### config.mk
export PLATFORM = sky130hd
export DESIGN_NAME = srt_operand_normalizer_flat
export DESIGN_NICKNAME = d
export VERILOG_FILES = /design/src/rtl/srt_operand_normalizer_pkg.sv /design/src/rtl/srt_operand_normalizer_if.sv /design/src/rtl/srt_operand_normalizer.sv /design/src/flat_wrapper.sv
export SDC_FILE = /design/constraint.sdc
export NUM_CORES = 1
export LEC_CHECK = 0
export BUFFER_PORTS_ARGS = -buffer_cell sky130_fd_sc_hd__buf_2
export CORE_ASPECT_RATIO = 2
export CORE_MARGIN = 3
export CORE_UTILIZATION = 30
export DETAILED_ROUTE_END_ITERATION = 12
export PLACE_DENSITY = 0.58
export SKIP_CTS_REPAIR_TIMING = 1
export SYNTH_ARGS = -nofsm -noshare
export SYNTH_HDL_FRONTEND = slang
export SYNTH_SLANG_ARGS = --single-unit
export TNS_END_PERCENT = 5
### constraint.sdc
create_clock -name clk -period 2.8 [get_ports clk]
set_input_delay 0.28 -clock clk [delete_from_list [all_inputs] [get_ports clk]]
set_output_delay 0.28 -clock clk [all_outputs]
set_load 0.02 [all_outputs]
### src/rtl/srt_operand_normalizer_pkg.sv
// Shared constants for the SRT operand normalizer and the divider wrapper.
//   DEF_WIDTH / DEF_SHW : operand width and shift-count width
//   state_e             : normalizer FSM encoding (3-bit)
//   err_e               : rejection reason codes
package srt_operand_normalizer_pkg;

  localparam int unsigned DEF_WIDTH = 8;
  localparam int unsigned DEF_SHW   = 3;

  typedef enum logic [2:0] {
    ST_IDLE   = 3'd0,
    ST_NORM   = 3'd1,
    ST_LAUNCH = 3'd2,
    ST_HOLD   = 3'd3,
    ST_ERR    = 3'd4
  } state_e;

  typedef enum logic [1:0] {
    ERR_NONE = 2'd0,
    ERR_DIV0 = 2'd1,
    ERR_OVF  = 2'd2
  } err_e;

endpackage

### src/rtl/srt_operand_normalizer_if.sv
// Operand/divider bus of the SRT operand normalizer.
//   slave  : normalizer side (takes raw operands and div_done, drives the rest)
//   master : upstream source plus divider side
interface srt_operand_normalizer_if
  import srt_operand_normalizer_pkg::*;
#(
  parameter int unsigned WIDTH = DEF_WIDTH,
  parameter int unsigned SHW   = DEF_SHW
) ();

  logic             in_valid;
  logic             in_ready;
  logic [WIDTH-1:0] n_in;
  logic [WIDTH-1:0] d_in;
  logic [WIDTH-1:0] n_norm;
  logic [WIDTH-1:0] d_norm;
  logic [SHW-1:0]   shamt;
  logic             div_start;
  logic             div_done;
  logic             busy;
  logic             err_valid;
  logic             err_div0;
  logic             err_ovf;

  modport slave (
    input  in_valid, n_in, d_in, div_done,
    output in_ready, n_norm, d_norm, shamt, div_start, busy,
           err_valid, err_div0, err_ovf
  );

  modport master (
    output in_valid, n_in, d_in, div_done,
    input  in_ready, n_norm, d_norm, shamt, div_start, busy,
           err_valid, err_div0, err_ovf
  );

endinterface

### src/rtl/srt_operand_normalizer.sv
// Serial left-shift normalizer in front of the radix-4 SRT divider.
// Shifts the divisor (and dividend) until the divisor MSB is set, rejects
// divide-by-zero and dividend overflow, pulses div_start and then holds the
// operands frozen until the divider reports completion.
// Ports:
//   clk   : rising-edge clock
//   reset : asynchronous active-high reset
//   bus   : operand / divider interface (slave modport)
module srt_operand_normalizer
  import srt_operand_normalizer_pkg::*;
#(
  parameter int unsigned WIDTH = DEF_WIDTH,
  parameter int unsigned SHW   = DEF_SHW
) (
  input  logic                     clk,
  input  logic                     reset,
  srt_operand_normalizer_if.slave  bus
);

  state_e           state_q, state_d;
  logic [WIDTH-1:0] n_q, n_d;
  logic [WIDTH-1:0] d_q, d_d;
  logic [SHW-1:0]   sh_q, sh_d;
  err_e             err_d;

  logic in_ready_q, busy_q, start_q, err_valid_q, err_div0_q, err_ovf_q;

  // State register
  always_ff @(posedge clk or posedge reset) begin
    if (reset) state_q <= ST_IDLE;
    else       state_q <= state_d;
  end

  // Next-state and datapath next values
  always_comb begin
    state_d = state_q;
    n_d     = n_q;
    d_d     = d_q;
    sh_d    = sh_q;
    err_d   = ERR_NONE;
    unique case (state_q)
      ST_IDLE: begin
        if (bus.in_valid) begin
          n_d     = bus.n_in;
          d_d     = bus.d_in;
          sh_d    = '0;
          state_d = ST_NORM;
        end
      end
      ST_NORM: begin
        // Divisor checks take priority: a set divisor MSB means the dividend
        // MSB is never shifted out on this pass.
        if (d_q == '0) begin
          state_d = ST_ERR;
          err_d   = ERR_DIV0;
        end else if (d_q[WIDTH-1]) begin
          state_d = ST_LAUNCH;
        end else if (n_q[WIDTH-1]) begin
          state_d = ST_ERR;
          err_d   = ERR_OVF;
        end else begin
          n_d  = {n_q[WIDTH-2:0], 1'b0};
          d_d  = {d_q[WIDTH-2:0], 1'b0};
          sh_d = sh_q + SHW'(1);
        end
      end
      ST_LAUNCH: state_d = ST_HOLD;
      ST_HOLD:   if (bus.div_done) state_d = ST_IDLE;
      ST_ERR:    state_d = ST_IDLE;
      default:   state_d = ST_IDLE;
    endcase
  end

  // Operand registers and registered status outputs (decoded from next state)
  always_ff @(posedge clk or posedge reset) begin
    if (reset) begin
      n_q         <= '0;
      d_q         <= '0;
      sh_q        <= '0;
      in_ready_q  <= 1'b1;
      busy_q      <= 1'b0;
      start_q     <= 1'b0;
      err_valid_q <= 1'b0;
      err_div0_q  <= 1'b0;
      err_ovf_q   <= 1'b0;
    end else begin
      n_q         <= n_d;
      d_q         <= d_d;
      sh_q        <= sh_d;
      in_ready_q  <= (state_d == ST_IDLE);
      busy_q      <= (state_d != ST_IDLE);
      start_q     <= (state_d == ST_LAUNCH);
      err_valid_q <= (state_d == ST_ERR);
      err_div0_q  <= (err_d == ERR_DIV0);
      err_ovf_q   <= (err_d == ERR_OVF);
    end
  end

  assign bus.in_ready  = in_ready_q;
  assign bus.busy      = busy_q;
  assign bus.div_start = start_q;
  assign bus.err_valid = err_valid_q;
  assign bus.err_div0  = err_div0_q;
  assign bus.err_ovf   = err_ovf_q;
  assign bus.n_norm    = n_q;
  assign bus.d_norm    = d_q;
  assign bus.shamt     = sh_q;

endmodule

### src/flat_wrapper.sv
// flat-port wrapper written by rule: the top's interface ports become plain ports
module srt_operand_normalizer_flat import srt_operand_normalizer_pkg::*;
#(
  parameter int unsigned WIDTH = DEF_WIDTH,
  parameter int unsigned SHW   = DEF_SHW
)
  (clk, reset, bus_in_valid, bus_n_in, bus_d_in, bus_div_done, bus_in_ready, bus_n_norm, bus_d_norm, bus_shamt, bus_div_start, bus_busy, bus_err_valid, bus_err_div0, bus_err_ovf);
  srt_operand_normalizer_if #(.WIDTH(WIDTH), .SHW(SHW)) bus_i ();
  input  logic clk;
  input  logic reset;
  input wire logic [$bits(bus_i.in_valid)-1:0] bus_in_valid;
  input wire logic [$bits(bus_i.n_in)-1:0] bus_n_in;
  input wire logic [$bits(bus_i.d_in)-1:0] bus_d_in;
  input wire logic [$bits(bus_i.div_done)-1:0] bus_div_done;
  output wire logic [$bits(bus_i.in_ready)-1:0] bus_in_ready;
  output wire logic [$bits(bus_i.n_norm)-1:0] bus_n_norm;
  output wire logic [$bits(bus_i.d_norm)-1:0] bus_d_norm;
  output wire logic [$bits(bus_i.shamt)-1:0] bus_shamt;
  output wire logic [$bits(bus_i.div_start)-1:0] bus_div_start;
  output wire logic [$bits(bus_i.busy)-1:0] bus_busy;
  output wire logic [$bits(bus_i.err_valid)-1:0] bus_err_valid;
  output wire logic [$bits(bus_i.err_div0)-1:0] bus_err_div0;
  output wire logic [$bits(bus_i.err_ovf)-1:0] bus_err_ovf;
  assign bus_i.in_valid = bus_in_valid;
  assign bus_i.n_in = bus_n_in;
  assign bus_i.d_in = bus_d_in;
  assign bus_i.div_done = bus_div_done;
  assign bus_in_ready = bus_i.in_ready;
  assign bus_n_norm = bus_i.n_norm;
  assign bus_d_norm = bus_i.d_norm;
  assign bus_shamt = bus_i.shamt;
  assign bus_div_start = bus_i.div_start;
  assign bus_busy = bus_i.busy;
  assign bus_err_valid = bus_i.err_valid;
  assign bus_err_div0 = bus_i.err_div0;
  assign bus_err_ovf = bus_i.err_ovf;
  srt_operand_normalizer #(.WIDTH(WIDTH), .SHW(SHW)) u_core (.clk(clk), .reset(reset), .bus(bus_i));
endmodule
Word level (Yosys, flattened, before mapping)
Index checks and enable logic that the tools add are counted.
{"block": "totals", "ff_bits": 28, "in_bits": 20, "elab_cells": 57}
{"block": "classes", "n_eq_ne": 11, "muxes": 25, "n_addsub": 1, "reduce_logical": 8}
{"op": "$mux W8", "n": 8}
{"op": "$pmux W8 S2", "n": 2}
{"op": "$mux W3", "n": 9}
{"op": "$pmux W3 S4", "n": 1}
{"op": "$eq A3 B2 Y1 const B", "n": 3}
{"op": "$logic_not A8 Y1", "n": 1}
{"op": "$mux W2", "n": 4}
{"op": "$ne A2 B2 Y1 const B", "n": 4}
{"op": "$logic_not A3 Y1", "n": 2}
{"op": "$pmux W3 S2", "n": 1}
{"op": "$reduce_and A5 Y1", "n": 1}
{"op": "$reduce_and A4 Y1", "n": 1}
{"op": "$add A3 B1 Y3 const B", "n": 1}
{"op": "$eq A3 B1 Y1 const B", "n": 1}
{"op": "$eq A3 B3 Y1 const B", "n": 1}
{"op": "$reduce_and A3 Y1", "n": 1}
{"op": "$reduce_bool A3 Y1", "n": 1}
{"op": "$eq A2 B1 Y1 const B", "n": 1}
{"op": "$eq A2 B2 Y1 const B", "n": 1}
{"op": "$reduce_bool A2 Y1", "n": 1}

Longest topological paths before layout
Gate-level depths: netlist (run 1).
{"block": "logic_depth", "word_depth": 5, "ltp_mapped": 6, "depth_no_buf": 4}

Worst setup path after synthesis (run 1)
No wires, ideal clock.
{"block": "synth_timing", "path_type": "reg-to-reg", "start": "reg u_core.d_q[6], in the netlist u_core.bus.d_norm[6]", "end": "reg u_core.busy_q, in the netlist u_core.bus.busy", "setup_time_ns": 0.131, "arrival_ns": 1.812, "n_path_buf": 0, "path_stages_with_launch": 5, "synth_period_minus_slack_ns": 1.943, "path_slack_ns": 0.857, "path_cell_list": "dfrtp_1 or4_4 o211ai_4 a31oi_4 or3_1"}
{"block": "synth_via", "elab_chain_cells": 4}
{"element": "start, declared", "line_no": "srt_operand_normalizer.sv:22", "text": "logic [WIDTH-1:0] d_q, d_d;"}
{"element": "start signal, assigned", "line_no": "srt_operand_normalizer.sv:78", "text": "d_q <= '0;"}
{"element": "start signal, assigned", "line_no": "srt_operand_normalizer.sv:88", "text": "d_q <= d_d;"}
{"element": "$logic_not A8 Y1", "line_no": "srt_operand_normalizer.sv:53", "text": "if (d_q == '0) begin"}
{"element": "$mux W3", "line_no": "srt_operand_normalizer.sv:53"}
{"element": "$pmux W3 S4", "line_no": "srt_operand_normalizer.sv:41", "text": "unique case (state_q)"}
{"element": "named net u_core.state_d[0]", "line_no": "srt_operand_normalizer.sv:20", "text": "state_e state_q, state_d;"}
{"element": "$reduce_bool A3 Y1", "line_no": "srt_operand_normalizer.sv:91", "text": "busy_q <= (state_d != ST_IDLE);"}
{"element": "end signal, assigned", "line_no": "srt_operand_normalizer.sv:91"}
{"element": "end, declared", "line_no": "srt_operand_normalizer.sv:26", "text": "logic in_ready_q, busy_q, start_q, err_valid_q, err_div0_q, err_ovf_q;"}
The timed path passes the listed nets, and every way through them passes these cells.
A chain may end at the register's enable or synchronous reset.

Final worst setup path (run 1)
{"block": "layout_timing", "start": "reg u_core.state_q[2]", "end": "reg u_core.n_q[3], in the netlist u_core.bus.n_norm[3]"}
{"block": "layout_via", "elab_chain_cells": 3}
{"element": "start, declared", "line_no": "srt_operand_normalizer.sv:20"}
{"element": "start signal, assigned", "line_no": "srt_operand_normalizer.sv:31", "text": "else state_q <= state_d;"}
{"element": "$eq A3 B1 Y1 or $logic_not A3 Y1 (tied branches)", "line_no": "srt_operand_normalizer.sv:41"}
{"element": "$ne A2 B2 Y1 (no line) or $reduce_bool A2 Y1 (tied branches)"}
{"element": "$reduce_and A5 Y1 (no line)"}
{"element": "end signal, assigned", "line_no": "srt_operand_normalizer.sv:87", "text": "n_q <= n_d;"}
{"element": "end, declared", "line_no": "srt_operand_normalizer.sv:21", "text": "logic [WIDTH-1:0] n_q, n_d;"}
Parallel ways exist; a longest one is shown, timed or not.

==> metrics.yaml, run 1 <==
yosys:
  synth_top_cell_area_share_pct: 52.0
  synth_edf_count: 0
  syn_area_per_cell_um2: 11.0
  async_flop_share_pct: 100
  ys.flop_type: "dfrtp_1"
  ys_warn_count: 0
  seq_area_frac_synth_pct: 54.0
  synth-seq-cells: 28
  syn_inst: 118
  syn_area_um2: 1300
  synth_cell_type_count: 35
  yosys.area.top_type: "dfrtp_1"
  syn_nets: 139
  synthTopCellsByArea: "dfrtp_1 (52%), mux2_2 (5.2%), a21oi_1 (3.5%)"
sta:
  slew-limit-headroom_pct: 31.2
  finalHoldViolations: 0
  finalClockSkew_ns: 0.00295
  tightest_slew_ns: 1.03
  period_share_pct: 79.4
  tns_ns: 0
  rsz0062_at_grt: "false"
  max_freq_mhz: 450
  whs_ns: 0.234
  period_minus_slack_ns: 2.22
  slew_violations: 0
  setup_viol: 0
  setup_ws_ns: 0.576
setup_path:
  required_ns: 2.96
  crit_fanout: 12
  arrival_ns: 2.38
  start_kind: "register"
  critical-path-max-stage-delay_ns: 0.81
  cp_cell_sequence: "or4b_1 > a21oi_2 > mux2_2"
  r2r_slack_ns: 0.58
  end_kind: "register"
  crit_path_top_delay_cell: "or4b_1"
  worst-setup-path-type: "register to register"
drt:
  first_pass_iters: 4
  dr.first_iter.drc_count: 20
  vias_per_cell: 4.85
  wl_per_cell_um: 14.3
  drc: 0
  ant_nets: 0
  routed_wl_um: 3040
  vias: 1034
power_and_ir_drop:
  p_switching_mw: 0.784
  seq_power_share_pct: 39.5
  power.total_mw: 1.83
  comb_power_share_pct: 47.3
  peakVddDrop_mv: 0.486
  p_clk_share_pct: 13.3
  total_leakage_power_nw: 0.789
  powerDensity_nw_per_um2: 1130
  switching_share_pct: 42.9
  internal-power_mw: 1.04
placement:
  io_buffers: 44
  pre_cts_ws_ns: 0.591
  gp_congestion: 0.712
  hpwl_um: 2350
floorplan:
  io_pins: 45
  fp.dieW_um: 52.5
  num_rows: 33
  dieArea_um2: 5200
  core_area_um2: 4130
  die_height_um: 99.1
  initial_utilization_pct: 31.5
global_routing:
  grt_pass1_vias: 1039
  track_usage_pct: 12.4
  grt_pass1_wl_um: 4930
  antenna_found_initial: 0
  overflow: 0
  grt_max_degree: 29
clocking:
  clock_latency_ns: 0.27
  clock_tree.buffer_depth: 2
  clock_sinks: 28
  cts_buffers: 3
  cts-root-buf: "clkbuf_8"
  worst_setup_hold_path_clk_slew_ns: 0.09
  cts_tree: "built"
  htree_levels: 1
final_layout:
  multi_input_area_um2: 546
  fin_nets: 183
  synthToLayoutAreaGrowth_pct: 24.6
  seq_area_um2: 702
  num_antenna_cells: 0
  fill_cells: 441
  drive_above_1_share_pct: 39.8
flow_run:
  drv_cap: 0
status:
  status: "finished clean"
hold_path:
  hp-class: "primary input to register"
[per-stage QoR]
| stage | utilization [%] | instance area [um2] | cells |
|---|---|---|---|
| finish | 39.2 | 1620 | 213 |
| floorplan | - | 1300 | 118 |
| global placement | 37.8 | 1560 | 209 |
| global route | 39.2 | 1620 | 213 |
| CTS | 39.2 | 1620 | 213 |
| detailed placement | 37.8 | 1560 | 209 |
[Yosys cell counts, types with 2 or more instances]
cell type   n
a21oi_1     9
mux2_2      6
dfrtp_1    27
o22ai_1     7
a22o_1      3
nor2_1      5
clkbuf_1    3
nand2b_1    6
nor3b_1     2
nor3_1      2
inv_1       8
nand2_1     9
o21ai_0     7
or4_4       2
buf_2       2
[placed cells by master (no fill, tap or decap), types with 2 or more instances in the layout]
| cell | instances |
|---|---|
| buf_2 | 44 |
| dfrtp_1 | 27 |
| a21oi_1 | 9 |
| nand2_1 | 9 |
| inv_1 | 8 |
| o22ai_1 | 7 |
| o21ai_0 | 7 |
| nand2b_1 | 6 |
| mux2_2 | 6 |
| nor2_1 | 5 |
| clkbuf_8 | 4 |
| a22o_1 | 3 |
| or4_4 | 2 |
| nor3_1 | 2 |
| nor3b_1 | 2 |
[sequential cells by signal, indices dropped and copies added, names as in the netlist]
signal,count
u_core.bus.err_ovf,1
u_core.state_q,3
u_core.bus.n_norm,8
u_core.bus.d_norm,8
u_core.bus.err_div0,1
u_core.bus.err_valid,1
u_core.bus.busy,1
u_core.bus.div_start,1
u_core.bus.shamt,3
u_core.bus.in_ready,1
[kinds of logic after synthesis]
| group | after synthesis | synth area share [%] |
|---|---|---|
| adders and majority gates | 1 | 0.963 |
| AOI/OAI and AO/OA | 35 | 19.4 |
| buffers and inverters | 13 | 3.95 |
| and+or+nand+nor | 34 | 15.7 |
| muxes | 7 | 5.97 |
| DFF | 28 | 54.0 |
[cell type report]
class / count / area share [%]
tap: 52 / 4.02
sequential: 28 / 43.4
multi-input combinational: 77 / 33.7
clock buffer: 4 / 3.40
timing repair buffer: 44 / 13.6
inverter: 8 / 1.86
[power groups by stage]
stage          Clock, mW  Sequential [mW]  Combinational [mW]
6_report           0.242            0.720               0.863
5_1_grt            0.266            0.749               0.950
4_1_cts            0.251            0.722               0.879
3_5_place_dp           0            0.732               0.875
3_3_place_gp           0            0.718               0.858
2_1_floorplan          0            0.852               0.495
[final timing paths]
kind | startpoint | to | depth (start not counted)
setup / recovery | u_core.state_q[2] | u_core.bus.n_norm[3] | 3
hold / removal | bus_n_in[0] | u_core.bus.n_norm[0] | 2
setup reg to reg | u_core.state_q[2] | u_core.bus.n_norm[3] | 3
hold reg to reg | u_core.bus.shamt[0] | u_core.bus.shamt[0] | 1
max in group asynchronous | reset | u_core.bus.d_norm[3] | 2
min in group asynchronous | reset | u_core.state_q[0] | 2
[worst max-delay path: cells and delay by family, from the launching register on]
kind | cells | cell delay (ns)
muxes | 1 | 0.38
and+or+nand+nor | 1 | 0.81
DFF | 1 | 0.47
AOI/OAI and AO/OA | 1 | 0.45
[layer usage]
layer	global-route usage, %	up-vias	wire length (um)
met5	0	-	0
met3	0.908	4	96
met1	14.2	500	1170
met4	4.72	0	44
met2	22.6	22	1720
li1	-	508	-
(Power assumes the default switching activity.)
==> inputs of run 2 (changes only) <==
==> constraint.sdc (replaced) <==
create_clock -name clk -period 2.05 [get_ports clk]
set_input_delay 0.205 -clock clk [delete_from_list [all_inputs] [get_ports clk]]
set_output_delay 0.205 -clock clk [all_outputs]
set_load 0.02 [all_outputs]
==> metrics.yaml, run 2 (same netlist as run 1, synthesis figures left out) <==
final_layout:
  final_common_cell: "buf_2"
  synthToLayoutAreaGrowth_pct: 30.3
  num_antenna_cells: 0  # unchanged
  layout_common_cells: "buf_2 (44), dfrtp_1 (27), a21oi_1 (9), nand2_1 (9), buf_4 (9)"
  drive_above_1_share_pct: 42.1  # +2.4 points
  fin_nets: 193  # +5.5%
  stdcell_area_um2: 1690  # +4.6%
setup_path:
  arrival_ns: 2.15  # -0.23 ns
  start_kind: "register"
  required_ns: 2.26  # -0.70 ns
  worst-setup-path-type: "register to register"
  end_kind: "register"
  crit_family: "compound AO/OA/AOI/OAI gates"
  crit_buf_inv: 0  # unchanged
  cp_cell_sequence: "or4_4 > o21ai_2 > a21o_1 > a22o_1"
  crit_fanout: 10  # -2
  critical-path-max-stage-delay_ns: 0.58  # -0.23 ns
  r2r_slack_ns: 0.12  # -0.46 ns
  crit_path_top_delay_cell: "or4_4"
global_routing:
  track_usage_pct: 13.3  # +0.94 points
  antenna_found_initial: 0  # unchanged
  grt_pass1_vias: 1121  # +7.9%
  grt_max_degree: 18  # -38%
  overflow: 0  # unchanged
  grt_pass1_wl_um: 5270  # +7.0%
clocking:
  htree_levels: 1  # unchanged
  clock_latency_ns: 0.27  # about the same
  cts_buffers: 3  # unchanged
  worst_setup_hold_path_clk_slew_ns: 0.09  # about the same
  clock_sinks: 28  # unchanged
  cts-root-buf: "clkbuf_8"
  clock_tree.buffer_depth: 2  # unchanged
  cts_tree: "built"
sta:
  period_minus_slack_ns: 1.93  # -0.291 ns
  setup_viol: 0  # unchanged
  finalHoldViolations: 0  # unchanged
  rsz0062_at_grt: "false"
  tns_ns: 0  # unchanged
  finalClockSkew_ns: 0.00353  # +0.000579 ns
  slew-limit-headroom_pct: 68.0  # +37 points
  tightest_slew_ns: 0.480  # -0.551 ns
  max_freq_mhz: 517  # +15%
  period_share_pct: 94.3  # +15 points
  slew_violations: 0  # unchanged
power_and_ir_drop:
  peakVddDrop_mv: 0.674  # +39%
  comb_power_share_pct: 51.9  # +4.6 points
  powerDensity_nw_per_um2: 1510  # +34%
  p_switching_mw: 1.10  # +41%
  internal-power_mw: 1.46  # +40%
  power.total_mw: 2.56  # +40%
  p_clk_share_pct: 11.6  # -1.7 points
  seq_power_share_pct: 36.5  # -3.0 points
  switching_share_pct: 42.9  # about the same
  total_leakage_power_nw: 0.831  # +5.3%
hold_path:
  hp-class: "primary input to register"
flow_run:
  drv_cap: 0  # unchanged
placement:
  dpl-instance-area_um2: 1630  # +4.3%
  gp_congestion: 0.751  # +5.4%
  hpwl_um: 2610  # +11%
  io_buffers: 44  # unchanged
drt:
  wl_per_cell_um: 14.6  # +2.0%
  routed_wl_um: 3250  # +6.8%
  vias_per_cell: 4.86  # +0.13%
  first_pass_iters: 2  # -2
  drc: 0  # unchanged
  ant_nets: 0  # unchanged
  dr.first_iter.drc_count: 7  # -65%
  vias: 1084  # +4.8%
floorplan:
  io_pins: 45  # unchanged
  fp.dieW_um: 52.5  # unchanged
  core_area_um2: 4130  # unchanged
  num_rows: 33  # unchanged
  die_height_um: 99.1  # unchanged
  initial_utilization_pct: 31.5  # unchanged
  dieArea_um2: 5200  # unchanged
status:
  status: "finished clean"
==> run 2: cell count changes in the layout (fill, tap and decap cells not counted), sizes merged <==
cell / previous run / this run
dlygate4sd3: 0 / 1
buf: 44 / 53
==> run 2: cell type report <==
cell class	instances	area, um2
Multi-Input combinational cell	77	553
Tap cell	52	65.1
Inverter	8	30.0
Sequential cell	28	702
Fill cell	442	2440
Clock buffer	4	45.0
Timing Repair Buffer	54	298
==> run 2: power by group through the flow <==
stage	combinational, mW	sequential, mW	clock (mW)
2_1_floorplan	0.676	1.16	0
3_3_place_gp	1.30	0.934	0
3_5_place_dp	1.33	0.956	0
4_1_cts	1.33	0.942	0.309
5_1_grt	1.47	0.975	0.331
6_report	1.33	0.937	0.298
==> run 2: path summary, 6_finish.rpt <==
check,to,startpoint,cells past startpoint
setup / recovery,u_core.bus.shamt[1],u_core.bus.d_norm[6],4
hold / removal,u_core.bus.d_norm[0],bus_d_in[0],2
setup reg to reg,u_core.bus.shamt[1],u_core.bus.d_norm[6],4
hold reg to reg,u_core.bus.shamt[0],u_core.bus.shamt[0],1
max in group asynchronous,u_core.bus.n_norm[2],reset,4
min in group asynchronous,u_core.bus.n_norm[7],reset,3
==> run 2: through the flow <==
stage	utilization (%)	cells	setup slack (ns)	hold slack, ns
floorplan	-	118	0.107	0.270
global placement	39.5	218	0.160	0.230
detailed placement	39.5	218	0.125	0.243
CTS	40.6	222	0.118	-0.0547
global route	41.0	223	0.000824	0.163
finish	41.0	223	0.116	0.179
==> run 2: metal layers <==
| layer | vias to the layer above | wire length (um) | global-route usage [%] |
|---|---|---|---|
| met5 | - | 0 | 0 |
| met4 | 0 | 33 | 4.72 |
| met3 | 2 | 115 | 0.908 |
| met2 | 20 | 1960 | 25.8 |
| met1 | 533 | 1140 | 14.0 |
| li1 | 529 | - | - |
